**src/rtl/riscv_insn_encoder.sv**
```systemverilog
// Program loader: encodes one RV32I instruction per request and writes it to
// instruction memory at an auto-incrementing word address.
module riscv_insn_encoder #(
  parameter int ADDR_W    = 10,
  parameter int BASE_ADDR = 0
) (
  input  logic              clk,
  input  logic              rst,
  input  logic              req_valid,
  output logic              req_ready,
  input  logic [4:0]        req_op,
  input  logic [4:0]        req_funct,
  input  logic [4:0]        req_rd,
  input  logic [4:0]        req_rs1,
  input  logic [4:0]        req_rs2,
  input  logic [20:0]       req_imm,
  output logic              mem_we,
  output logic [ADDR_W-1:0] mem_addr,
  output logic [31:0]       mem_wdata,
  input  logic              mem_ack,
  output logic [ADDR_W:0]   count,
  output logic              full,
  output logic              done,
  output logic              err
);

  localparam logic [1:0] S_IDLE = 2'd0;
  localparam logic [1:0] S_ENC  = 2'd1;
  localparam logic [1:0] S_WR   = 2'd2;
  localparam logic [1:0] S_HALT = 2'd3;

  localparam logic [4:0] OP_R    = 5'h0C;
  localparam logic [4:0] OP_I    = 5'h04;
  localparam logic [4:0] OP_LD   = 5'h00;
  localparam logic [4:0] OP_ST   = 5'h08;
  localparam logic [4:0] OP_BR   = 5'h18;
  localparam logic [4:0] OP_JAL  = 5'h1B;
  localparam logic [4:0] OP_JALR = 5'h19;
  localparam logic [4:0] OP_SYS  = 5'h1C;

  localparam logic [ADDR_W-1:0] BASE_A = ADDR_W'(BASE_ADDR);

  logic [1:0]        state_q, state_d;
  logic [4:0]        op_q, op_d, rd_q, rd_d, rs1_q, rs1_d, rs2_q, rs2_d;
  logic [3:0]        funct_q, funct_d;
  logic [20:0]       imm_q, imm_d;
  logic              mem_we_q, mem_we_d;
  logic [ADDR_W-1:0] mem_addr_q, mem_addr_d;
  logic [31:0]       mem_wdata_q, mem_wdata_d;
  logic [ADDR_W:0]   count_q, count_d;
  logic              err_q, err_d;

  logic [31:0] enc_word;
  logic        enc_legal;
  logic [2:0]  f3;
  logic [6:0]  opc;
  logic        accept;
  logic        unused_funct3;

  // funct bit 3 carries no meaning in any supported encoding
  assign unused_funct3 = req_funct[3];

  assign full      = count_q[ADDR_W];
  assign done      = (state_q == S_HALT);
  assign req_ready = (state_q == S_IDLE) & ~full & ~done;
  assign accept    = req_valid & req_ready;
  assign f3        = funct_q[2:0];
  assign opc       = {op_q, 2'b11};

  always_comb begin
    enc_word  = 32'h0;
    enc_legal = 1'b1;
    case (op_q)
      OP_R:    enc_word = {1'b0, funct_q[3], 5'b0, rs2_q, rs1_q, f3, rd_q, opc};
      OP_I: begin
        if (f3 == 3'd1 || f3 == 3'd5)
          enc_word = {1'b0, funct_q[3], 5'b0, imm_q[4:0], rs1_q, f3, rd_q, opc};
        else
          enc_word = {imm_q[11:0], rs1_q, f3, rd_q, opc};
      end
      OP_LD: begin
        enc_word  = {imm_q[11:0], rs1_q, f3, rd_q, opc};
        enc_legal = (f3 == 3'd0) || (f3 == 3'd2);
      end
      OP_JALR: enc_word = {imm_q[11:0], rs1_q, 3'b000, rd_q, opc};
      OP_ST:   enc_word = {imm_q[11:5], rs2_q, rs1_q, f3, imm_q[4:0], opc};
      OP_BR: begin
        enc_word  = {imm_q[12], imm_q[10:5], rs2_q, rs1_q, f3, imm_q[4:1], imm_q[11], opc};
        enc_legal = ((f3 == 3'd0) || (f3 == 3'd1) || (f3 == 3'd5)) && !imm_q[0];
      end
      OP_JAL: begin
        enc_word  = {imm_q[20], imm_q[10:1], imm_q[11], imm_q[19:12], rd_q, opc};
        enc_legal = !imm_q[0];
      end
      OP_SYS:  enc_word = 32'h0000_0073;
      default: enc_legal = 1'b0;
    endcase
  end

  always_comb begin
    state_d     = state_q;
    op_d        = op_q;
    funct_d     = funct_q;
    rd_d        = rd_q;
    rs1_d       = rs1_q;
    rs2_d       = rs2_q;
    imm_d       = imm_q;
    mem_we_d    = mem_we_q;
    mem_addr_d  = mem_addr_q;
    mem_wdata_d = mem_wdata_q;
    count_d     = count_q;
    err_d       = err_q;
    case (state_q)
      S_IDLE: begin
        if (accept) begin
          op_d    = req_op;
          funct_d = {req_funct[4], req_funct[2:0]};
          rd_d    = req_rd;
          rs1_d   = req_rs1;
          rs2_d   = req_rs2;
          imm_d   = req_imm;
          state_d = S_ENC;
        end
      end
      S_ENC: begin
        if (enc_legal) begin
          mem_wdata_d = enc_word;
          mem_we_d    = 1'b1;
          state_d     = S_WR;
        end else begin
          err_d   = 1'b1;
          state_d = S_IDLE;
        end
      end
      S_WR: begin
        if (mem_ack) begin
          mem_we_d   = 1'b0;
          count_d    = count_q + 1'b1;
          mem_addr_d = mem_addr_q + 1'b1;
          state_d    = (op_q == OP_SYS) ? S_HALT : S_IDLE;
        end
      end
      default: state_d = S_HALT;
    endcase
  end

  always_ff @(posedge clk or posedge rst) begin
    if (rst) begin
      state_q     <= S_IDLE;
      op_q        <= 5'h0;
      funct_q     <= 4'h0;
      rd_q        <= 5'h0;
      rs1_q       <= 5'h0;
      rs2_q       <= 5'h0;
      imm_q       <= 21'h0;
      mem_we_q    <= 1'b0;
      mem_addr_q  <= BASE_A;
      mem_wdata_q <= 32'h0;
      count_q     <= '0;
      err_q       <= 1'b0;
    end else begin
      state_q     <= state_d;
      op_q        <= op_d;
      funct_q     <= funct_d;
      rd_q        <= rd_d;
      rs1_q       <= rs1_d;
      rs2_q       <= rs2_d;
      imm_q       <= imm_d;
      mem_we_q    <= mem_we_d;
      mem_addr_q  <= mem_addr_d;
      mem_wdata_q <= mem_wdata_d;
      count_q     <= count_d;
      err_q       <= err_d;
    end
  end

  assign mem_we    = mem_we_q;
  assign mem_addr  = mem_addr_q;
  assign mem_wdata = mem_wdata_q;
  assign count     = count_q;
  assign err       = err_q;

endmodule

```
**config.mk**
```make
export PLATFORM = sky130hd
export DESIGN_NAME = riscv_insn_encoder
export DESIGN_NICKNAME = d
export VERILOG_FILES = /design/src/rtl/riscv_insn_encoder.sv
export SDC_FILE = /design/constraint.sdc
export NUM_CORES = 1
export LEC_CHECK = 0
export BUFFER_PORTS_ARGS = -buffer_cell sky130_fd_sc_hd__buf_2
export CORE_ASPECT_RATIO = 0.6
export CORE_MARGIN = 4
export CORE_UTILIZATION = 48
export DETAILED_ROUTE_END_ITERATION = 8
export PLACE_DENSITY = 0.85
export SETUP_SLACK_MARGIN = 0.02
export SLEW_MARGIN = 20
export SYNTH_ARGS = -nofsm -noshare
export SYNTH_HDL_FRONTEND = slang
export SYNTH_SLANG_ARGS = --single-unit
```
**constraint.sdc**
```tcl
create_clock -name clk -period 2.7 [get_ports clk]
set_input_delay 0 -clock clk [delete_from_list [all_inputs] [get_ports clk]]
set_output_delay 0 -clock clk [all_outputs]
set_load 0.05 [all_outputs]
```
Word-level counts from Yosys, hierarchy flattened --
Index checks and enable logic that the tools add are counted.
Word-level totals: register bits 102, input port bits 50, output and inout bits 58, word-level logic and storage cells 64
Operators by class: $add $sub $neg 2, eq/ne operators 16, multiplexer cells 11, bitwise operators 6, reductions and logical operators 17
Operators with widths (number):
- $pmux W32 S8 | 1
- $mux W32 | 1
- $eq A5 B5 Y1 const B | 4
- $add A11 B1 Y11 const B | 1
- $add A10 B1 Y10 const B | 1
- $eq A5 B4 Y1 const B | 2
- $reduce_and A2 Y1 | 5
- $mux W2 | 4
- $ne A2 B2 Y1 const B | 3
- $pmux W2 S3 | 1
- $eq A5 B3 Y1 const B | 1
- $logic_not A5 Y1 | 1
- $reduce_or A5 Y1 | 1
- $eq A2 B2 Y1 const B | 2
- $logic_or A1 B1 Y1 | 4
- $pmux W1 S4 | 1
- $and A1 B1 Y1 | 3
- $eq A3 B1 Y1 const B | 1
- $eq A3 B2 Y1 const B | 1
- $eq A3 B3 Y1 const B | 1
- $logic_not A3 Y1 | 1
- $not A1 Y1 | 3
- $reduce_and A3 Y1 | 1
- $eq A2 B1 Y1 const B | 1
- 6 further kinds | 7

Longest topological paths before layout --
Gate-level depths: netlist of the first run.
depth in word-level cells 7, mapped depth 7, depth with buffers taken out 5

Worst setup path after synthesis of the first run --
Ideal clock, no wire load.
path kind reg-to-reg, from register count_q[10] (netlist: count[10]), to register imm_q[0], setup time 0.125 ns, arrival time 2.760 ns, data required time 2.575 ns, slack -0.185 ns, stages on the path, launching flop included 6, buffers on the path 2, period minus slack after synthesis 2.885 ns, cell sequence dfrtp_1 nor3_1 and2_1 buf_2 buf_2 mux2_2
Between the ends: word-level cells in the longest chain between the ends 5
Ends and longest elaborated chain:
- start: declaration | RTL line 50 | logic [ADDR_W:0] count_q, count_d;
- start signal: assignment | RTL line 172 | count_q <= count_d;
- $not A1 Y1 | RTL line 65 | assign req_ready = (state_q == S_IDLE) & ~full & ~done;
- $and A1 B1 Y1 (2 in a row) | RTL line 65
- named net req_ready | RTL line 10 | output logic req_ready,
- $and A1 B1 Y1 | RTL line 66 | assign accept = req_valid & req_ready;
- $reduce_and A2 Y1 (no line)
- end signal: assignment | RTL line 168 | imm_q <= imm_d;
- end: declaration | RTL line 46 | logic [20:0] imm_q, imm_d;
The timed path passes the listed nets, and every way through them passes these cells. A chain may end at the register's enable or synchronous reset.

Worst setup path after layout of the first run --
from register op_q[3], to register mem_wdata_q[23] (netlist: mem_wdata[23])
Between the ends: word-level cells in the longest chain between the ends 4, elaborated cells between the ends (all ways) 12, those cells by class eq/ne: 7; mux: 2; reduce/logical: 3
Ends and longest elaborated chain:
- start: declaration | RTL line 44 | logic [4:0] op_q, op_d, rd_q, rd_d, rs1_q, rs1_d, rs2_q, rs2_d;
- start signal: assignment | RTL line 163 | op_q <= op_d;
- $eq A5 B5 Y1, or another cell as far along | RTL line 73 | case (op_q)
- $reduce_or A5 Y1 (no line)
- $pmux W1 S4 | RTL line 73
- $reduce_and A2 Y1 (no line)
- end signal: assignment | RTL line 171 | mem_wdata_q <= mem_wdata_d;
- end: declaration | RTL line 49 | logic [31:0] mem_wdata_q, mem_wdata_d;
Parallel ways exist; a longest one is shown, timed or not.

==> results by group, run 1 <==
Run status
  • Status: finished, final reports clean

Drt
  • Drc violations: 0
  • Vias per cell: 5.21
  • Vias: 3285
  • Post-route antenna net violation count: 0
  • Routed len/inst: 16.6 um
  • Iter 0 DRT Violations: 109
  • Drt total wl: 10.4 mm
  • First drt pass iteration count: 4

Timing
  • RSZ-0062 raised after global routing: false
  • Fmax: 441 MHz
  • Skew final: 6.58 ps
  • Relative slew margins: 0.359
  • Slew Viols, Final: 0
  • Worst hold slack: 335 ps
  • Minimum clock period: 2270 ps
  • Worst Slack Setup Final: 434 ps
  • Final setup vio count: 0
  • Final hold violations: 0
  • Final Cycle Share: 0.839
  • Worst-Margin Slew: 956 ps
  • Setup tns final: 0 ps

Worst setup path
  • Crit start category: register
  • CP endpoint kind: register
  • Crit-path slowest cell: dfrtp_1
  • Max incr delay on CP: 640 ps
  • Critical-path cell list: o22ai_1 -> a2111oi_2 -> o21ai_4 -> buf_12 -> mux2_4
  • Crit path DAT: 2500 ps
  • Buf/Inv on CP: 1
  • Critical setup path kind: register to register
  • Crit path required time: 2930 ps
  • Critical Path Fanout Max: 24
  • CP top delay family: compound AO/OA/AOI/OAI gates

Global route
  • Overall Global Routing Usage: 0.193
  • Remaining Overflow, GRT: 0
  • Initial antenna violation count: 0
  • Vias in the first global route: 3488
  • Largest net degree at the start of global routing: 86
  • First-pass GRT wire length: 17.3 mm

Clock tree
  • CTS tree: built
  • CTS sink cnt: 101
  • Clock latency on the worst-skew pair: 340 ps
  • Post-cts gate resize count: 0
  • Post-CTS Hold Buffers: 47
  • Number of setup buffers added after CTS: 0
  • Cts bufs inserted: 9
  • Worst-case clock buffer depth: 2
  • H-tree lvl count: 3
  • CTS root buf: clkbuf_16
  • Clk slew on worst S/H paths: 70 ps

Logic synthesis
  • Cells after Synth: 343
  • Synth top area cells: dfrtp_1 (56%), mux2_2 (12%), mux2_4 (7.3%)
  • Synth area leader: dfrtp_1
  • YS warnings: 0
  • Distinct cells, synth: 47
  • Seq cells post-synth: 101
  • Syn avg cell area: 13.3 um^2
  • Most used DFF post-synth: dfrtp_1
  • Syn_nets: 395
  • Yosys top cell area share: 0.556
  • Synth cell count leaders: dfrtp_1 (101), mux2_2 (50), mux2_4 (22)
  • Post-synth EDFFs: 0
  • Share of the yosys chip area belonging to registers: 0.556
  • Synthesized area: 4550 um^2
  • Async SR Flop Fraction: 1.00
  • Top-count cell post-synth: dfrtp_1

Floorplan
  • Ports: 108
  • Die area: 11100 um^2
  • Die width: 134 um
  • Initial core utilization: 0.495
  • Core ar.: 9190 um^2
  • Chip Height: 83.4 um
  • Site row count: 27

Place
  • GPL Wtd Cong: 0.807
  • Post-DP HPWL: 7.10 mm
  • IO buf count: 106
  • Post-Place Setup Slack: 469 ps
  • # placed instances: 567

Final layout
  • Area growth, synth to finish: 31.7%
  • Nets: 547
  • Share of cells above drive strength 1: 0.416
  • ANT cells: 0
  • Non-Filler Instances: 630

Pwr
  • Tot Pwr: 6900 uW
  • P per Cell Area: 1150 nW/um^2
  • Worst VDD drop: 566 uV
  • Pleak: 0.00298 uW

Flow run
  • Max-cap violations: 0

Worst hold path
  • Worst Hold Class: input pin to asynchronous set/reset pin
[final timing paths]
check | startpoint | to | slack, ps | cells past startpoint
max | op_q[3] | mem_wdata[23] | 430 | 5
min reg2reg | err | err | 460 | 1
max reg2reg | op_q[3] | mem_wdata[23] | 430 | 5
min in group clk | req_rs1[2] | rs1_q[2] | 420 | 3
max in group asynchronous | rst | rs2_q[1] | 1710 | 4
min | rst | mem_addr[9] | 330 | 3
[stage by stage]
stage | util | area, um^2
2_1_floorplan | - | 4550
3_3_place_gp | 0.567 | 5210
3_5_place_dp | 0.567 | 5210
4_1_cts | 0.651 | 5980
5_1_grt | 0.652 | 5990
6_report | 0.652 | 5990
[flip-flops by register name, summed over array words and instances, names as in the netlist]
signal	cells
mem_we	1
mem_addr	10
op_q	5
rs1_q	5
imm_q	21
mem_wdata	31
rd_q	5
err	1
funct_q	4
rs2_q	5
count	11
state_q	2
[logic make-up (layout without fill, tap and decap cells)]
group / after synthesis / in the layout / synth area share
AOI/OAI and AO/OA: 43 / 43 / 0.0743
xor gates and xnor gates: 19 / 19 / 0.0366
adders and majority gates: 2 / 2 / 0.00550
buffers and inverters: 31 / 188 / 0.0341
DFF: 101 / 101 / 0.556
muxes: 78 / 78 / 0.210
and+or+nand+nor: 69 / 69 / 0.0842
[report_power, final]
| group | switching [uW] | internal [uW] | total [uW] |
|---|---|---|---|
| Clock | 549 | 745 | 1290 |
| Combinational | 1770 | 1210 | 2980 |
| Sequential | 531 | 2100 | 2630 |
[cell type report]
cell class	instances	area (um^2)
clock buffers	11	243
clock inverters	5	60.1
fillers	699	3200
inverters	13	53.8
multi-input cells	211	1890
flip-flops and latches	101	2530
well taps	130	163
repair buffers	159	1060
[cells in the final DEF, fill, tap and decap left out, types with 6 or more instances in the layout]
master	instances
clkbuf_16	9
mux2_4	22
inv_1	12
a22o_1	17
mux2_2	50
dfrtp_1	101
buf_2	106
mux2i_1	6
nand4_1	6
xnor2_1	14
dlygate4sd3_1	47
nand2_1	18
nor2_1	12
[layer usage]
metal,routed length [um],vias up,global-route usage
met5,0,-,0
met4,48,0,0.0420
met3,696,5,0.0678
met2,5020,101,0.311
met1,4660,1655,0.253
li1,-,1524,-
[worst min-delay path, stage by stage]
cell and delay (ps):
dlygate4sd3_1 530, buf_2 140, inv_6 510
(Power assumes the default switching activity.)
==> run 2, diff against run 1 <==
--- a/config.mk
+++ b/config.mk
@@ -5,12 +5,13 @@
 export SDC_FILE = /design/constraint.sdc
 export NUM_CORES = 1
 export LEC_CHECK = 0
+export ABC_AREA = 1
 export BUFFER_PORTS_ARGS = -buffer_cell sky130_fd_sc_hd__buf_2
 export CORE_ASPECT_RATIO = 0.6
 export CORE_MARGIN = 4
-export CORE_UTILIZATION = 48
+export CORE_UTILIZATION = 50
 export DETAILED_ROUTE_END_ITERATION = 8
-export PLACE_DENSITY = 0.85
+export PLACE_DENSITY = 0.86
 export SETUP_SLACK_MARGIN = 0.02
 export SLEW_MARGIN = 20
 export SYNTH_ARGS = -nofsm -noshare
==> constraint.sdc (replaced) <==
create_clock -name clk -period 1.9 [get_ports clk]
set_input_delay 0 -clock clk [delete_from_list [all_inputs] [get_ports clk]]
set_output_delay 0 -clock clk [all_outputs]
set_load 0.05 [all_outputs]
==> results by group, run 2 <==
Run status
  • Status: finished, final reports clean

Worst setup path
  • CP endpoint kind: register
  • Crit path DAT: 1980 ps (-520 ps)
  • RR Startpoint: op_q[4]
  • Setup crit start: op_q[4]
  • Crit start category: register
  • Critical setup path kind: register to register
  • Crit path required time: 2140 ps (-790 ps)
  • Critical Path Fanout Max: 31 (+29%)

Floorplan
  • Ports: 108 (unchanged)
  • Chip Height: 90.8 um (+8.9%)
  • Core ar.: 10800 um^2 (+18%)
  • Die area: 13300 um^2 (+19%)
  • Site row count: 29 (+7.4%)
  • Initial core utilization: 0.527 (+0.0319)
  • Die width: 146 um (+9.2%)

Pwr
  • Pleak: 0.00395 uW (+32%)
  • Worst VDD drop: 964 uV (+70%)
  • P per Cell Area: 1630 nW/um^2 (+42%)

Logic synthesis
  • Syn_nets: 805 (+100%)
  • Synth area leader: dfrtp_1
  • Syn avg cell area: 7.59 um^2 (-43%)
  • Compound-Gate Fraction of Synth Area: 0.0368 (-0.0375)
  • Synthesized area: 5720 um^2 (+26%)
  • Post-synth EDFFs: 0 (unchanged)
  • Async SR Flop Fraction: 1.00 (unchanged)
  • Top-count cell post-synth: nand2_1
  • Post-synthesis xor/xnor area fraction: 0.0261 (-0.0105)
  • YS warnings: 0 (unchanged)
  • Simple-gate portion of the synthesized area: 0.379 (+0.295)
  • Most used DFF post-synth: dfrtp_1
  • Cells after Synth: 753 (+120%)
  • Yosys top cell area share: 0.442 (-0.114)
  • Mux contribution to synthesized area: 0.0355 (-0.174)
  • Seq cells post-synth: 101 (unchanged)
  • Synth top area cells: dfrtp_1 (44%), nand2_1 (12%), nand4_1 (10%)
  • Adder-Cell Fraction of Synth Area: 0.00438 (-0.00112)
  • Share of the yosys chip area belonging to registers: 0.442 (-0.114)
  • Main combinational cell family by area after synthesis: simple AND/OR/NAND/NOR gates
  • Distinct cells, synth: 28 (-40%)
  • Synth cell count leaders: nand2_1 (189), nor2_1 (111), dfrtp_1 (101)

Global route
  • First-pass GRT wire length: 27.7 mm (+60%)
  • Initial antenna violation count: 0 (unchanged)
  • Remaining Overflow, GRT: 0 (unchanged)
  • Overall Global Routing Usage: 0.258 (+0.0650)
  • Vias in the first global route: 5348 (+53%)
  • Largest net degree at the start of global routing: 102 (+19%)

Clock tree
  • Cts bufs inserted: 9 (unchanged)
  • Clock latency on the worst-skew pair: 350 ps (about the same)
  • CTS sink cnt: 101 (unchanged)
  • Clk slew on worst S/H paths: 70 ps (about the same)
  • Worst-case clock buffer depth: 2 (unchanged)
  • CTS root buf: clkbuf_16
  • H-tree lvl count: 3 (unchanged)
  • Number of setup buffers added after CTS: 0 (unchanged)
  • CTS tree: built

Final layout
  • Max reg flops: 31 (unchanged)
  • Post-route cell area: 7280 um^2 (+22%)
  • ANT cells: 0 (unchanged)
  • Register area: 2530 um^2 (about the same)
  • Most frequent cells in the layout: nand2_1 (188), nor2_1 (109), buf_2 (106), dfrtp_1 (99), nand4_1 (91)
  • Nets: 940 (+72%)
  • Fillers: 879 (+26%)
  • Commonest non-fill, non-tap cell in the layout: nand2_1
  • Area growth, synth to finish: 27.4%
  • Final Util: 0.671 (+0.0192)
  • Multi-input gate area: 2800 um^2 (+48%)
  • Share of cells above drive strength 1: 0.207 (-0.209)

Worst hold path
  • Worst Hold Class: input pin to register
  • Hold Startpoint: req_valid

Drt
  • Vias: 5851 (+78%)
  • Post-route antenna net violation count: 0 (unchanged)
  • Vias per cell: 5.67 (+8.7%)
  • Drc violations: 0 (unchanged)
  • Routed len/inst: 16.6 um (about the same)
  • Iter 0 DRT Violations: 839 (+670%)
  • Drt total wl: 17.1 mm (+64%)
  • First drt pass iteration count: 5 (+1)

Timing
  • Slew Viols, Final: 0 (unchanged)
  • RSZ-0062 raised after global routing: false
  • Final hold violations: 0 (unchanged)
  • Fmax: 574 MHz (+30%)
  • Final setup vio count: 0 (unchanged)
  • Skew final: 7.35 ps (+0.770 ps)
  • Minimum clock period: 1740 ps (-523 ps)
  • Setup tns final: 0 ps (unchanged)
  • Final Cycle Share: 0.918 (+0.0782)
  • Worst-Margin Slew: 574 ps (-382 ps)
  • Relative slew margins: 0.618 (+0.259)

Place
  • Placed inst area: 6440 um^2 (+24%)
  • Post-DP HPWL: 10.8 mm (+52%)
  • GPL Wtd Cong: 0.959 (+19%)
  • IO buf count: 106 (unchanged)

Flow run
  • Max-cap violations: 0 (unchanged)
==> run 2: cells by family (layout without fill, tap and decap cells) <==
| kind of cell | count (synthesis) | count (layout) |
|---|---|---|
| AND/OR/NAND/NOR | 478 | 478 |
| flip-flops | 101 | 101 |
| buffers and inverters | 96 | 236 |
| AO/OA/AOI/OAI | 41 | 41 |
| multiplexers | 18 | 18 |
| XOR/XNOR | 17 | 17 |
| adder cells (fa/ha/maj) | 2 | 2 |
==> run 2: cell type report <==
type                            count  share of cell area
Clock buffer                       10              0.0328
Inverter                           46              0.0242
Sequential cell                   101               0.347
Timing Repair Buffer              174               0.175
Multi-Input combinational cell    556               0.384
Tap cell                          139              0.0239
Clock inverter                      6              0.0129
==> run 2: routing by layer <==
layer | global-route usage | vias to the layer above | routed length [um]
li1 | - | 2783 | -
met1 | 0.366 | 2714 | 7360
met2 | 0.388 | 316 | 7600
met3 | 0.0812 | 38 | 1880
met4 | 0.0579 | 0 | 256
met5 | 0 | - | 0
==> run 2: critical path: stages (launching register included) <==
cell and delay [ps]:
dfrtp_2 480, nand2_2 140, inv_1 90, nand3_2 120
nand2_1 80, nor2_1 130, nand3_2 180, buf_8 230
nand3_1 100, nand2_1 60
==> run 2: what timing repair did <==
item	4_1_cts	5_1_grt
hold buffers	47	0
hold endpoints to repair	147	0
resized for setup	0	11
setup endpoints to repair	0	39
==> run 2: path summary, 6_finish.rpt <==
path                                 end  slack (ps)  depth (start not counted)
setup reg to reg            mem_wdata[8]         160                          9
setup / recovery            mem_wdata[8]         160                          9
hold / removal                   op_q[4]         150                          3
hold reg to reg            mem_wdata[17]         470                          2
max in group asynchronous      count[10]        1080                          4
min in group asynchronous    mem_addr[0]         320                          4
==> run 2: per-stage QoR <==
| stage | hold slack [ps] | power, uW | std cells | worst slack (ps) |
|---|---|---|---|---|
| floorplan | 150 | 7900 | 753 | 26.1 |
| global placement | 195 | 9400 | 969 | 147 |
| detailed placement | 198 | 9520 | 969 | 113 |
| CTS | 133 | 11700 | 1032 | 50.3 |
| global route | 150 | 12600 | 1032 | 29.4 |
| finish | 147 | 11900 | 1032 | 157 |
==> run 2: report_power, final <==
part	leakage [uW]	internal, uW	switching [uW]
logic	0.00255	1690	4220
registers	0.00123	2980	950
clock network	0.000165	1200	836
total	0.00395	5870	6010
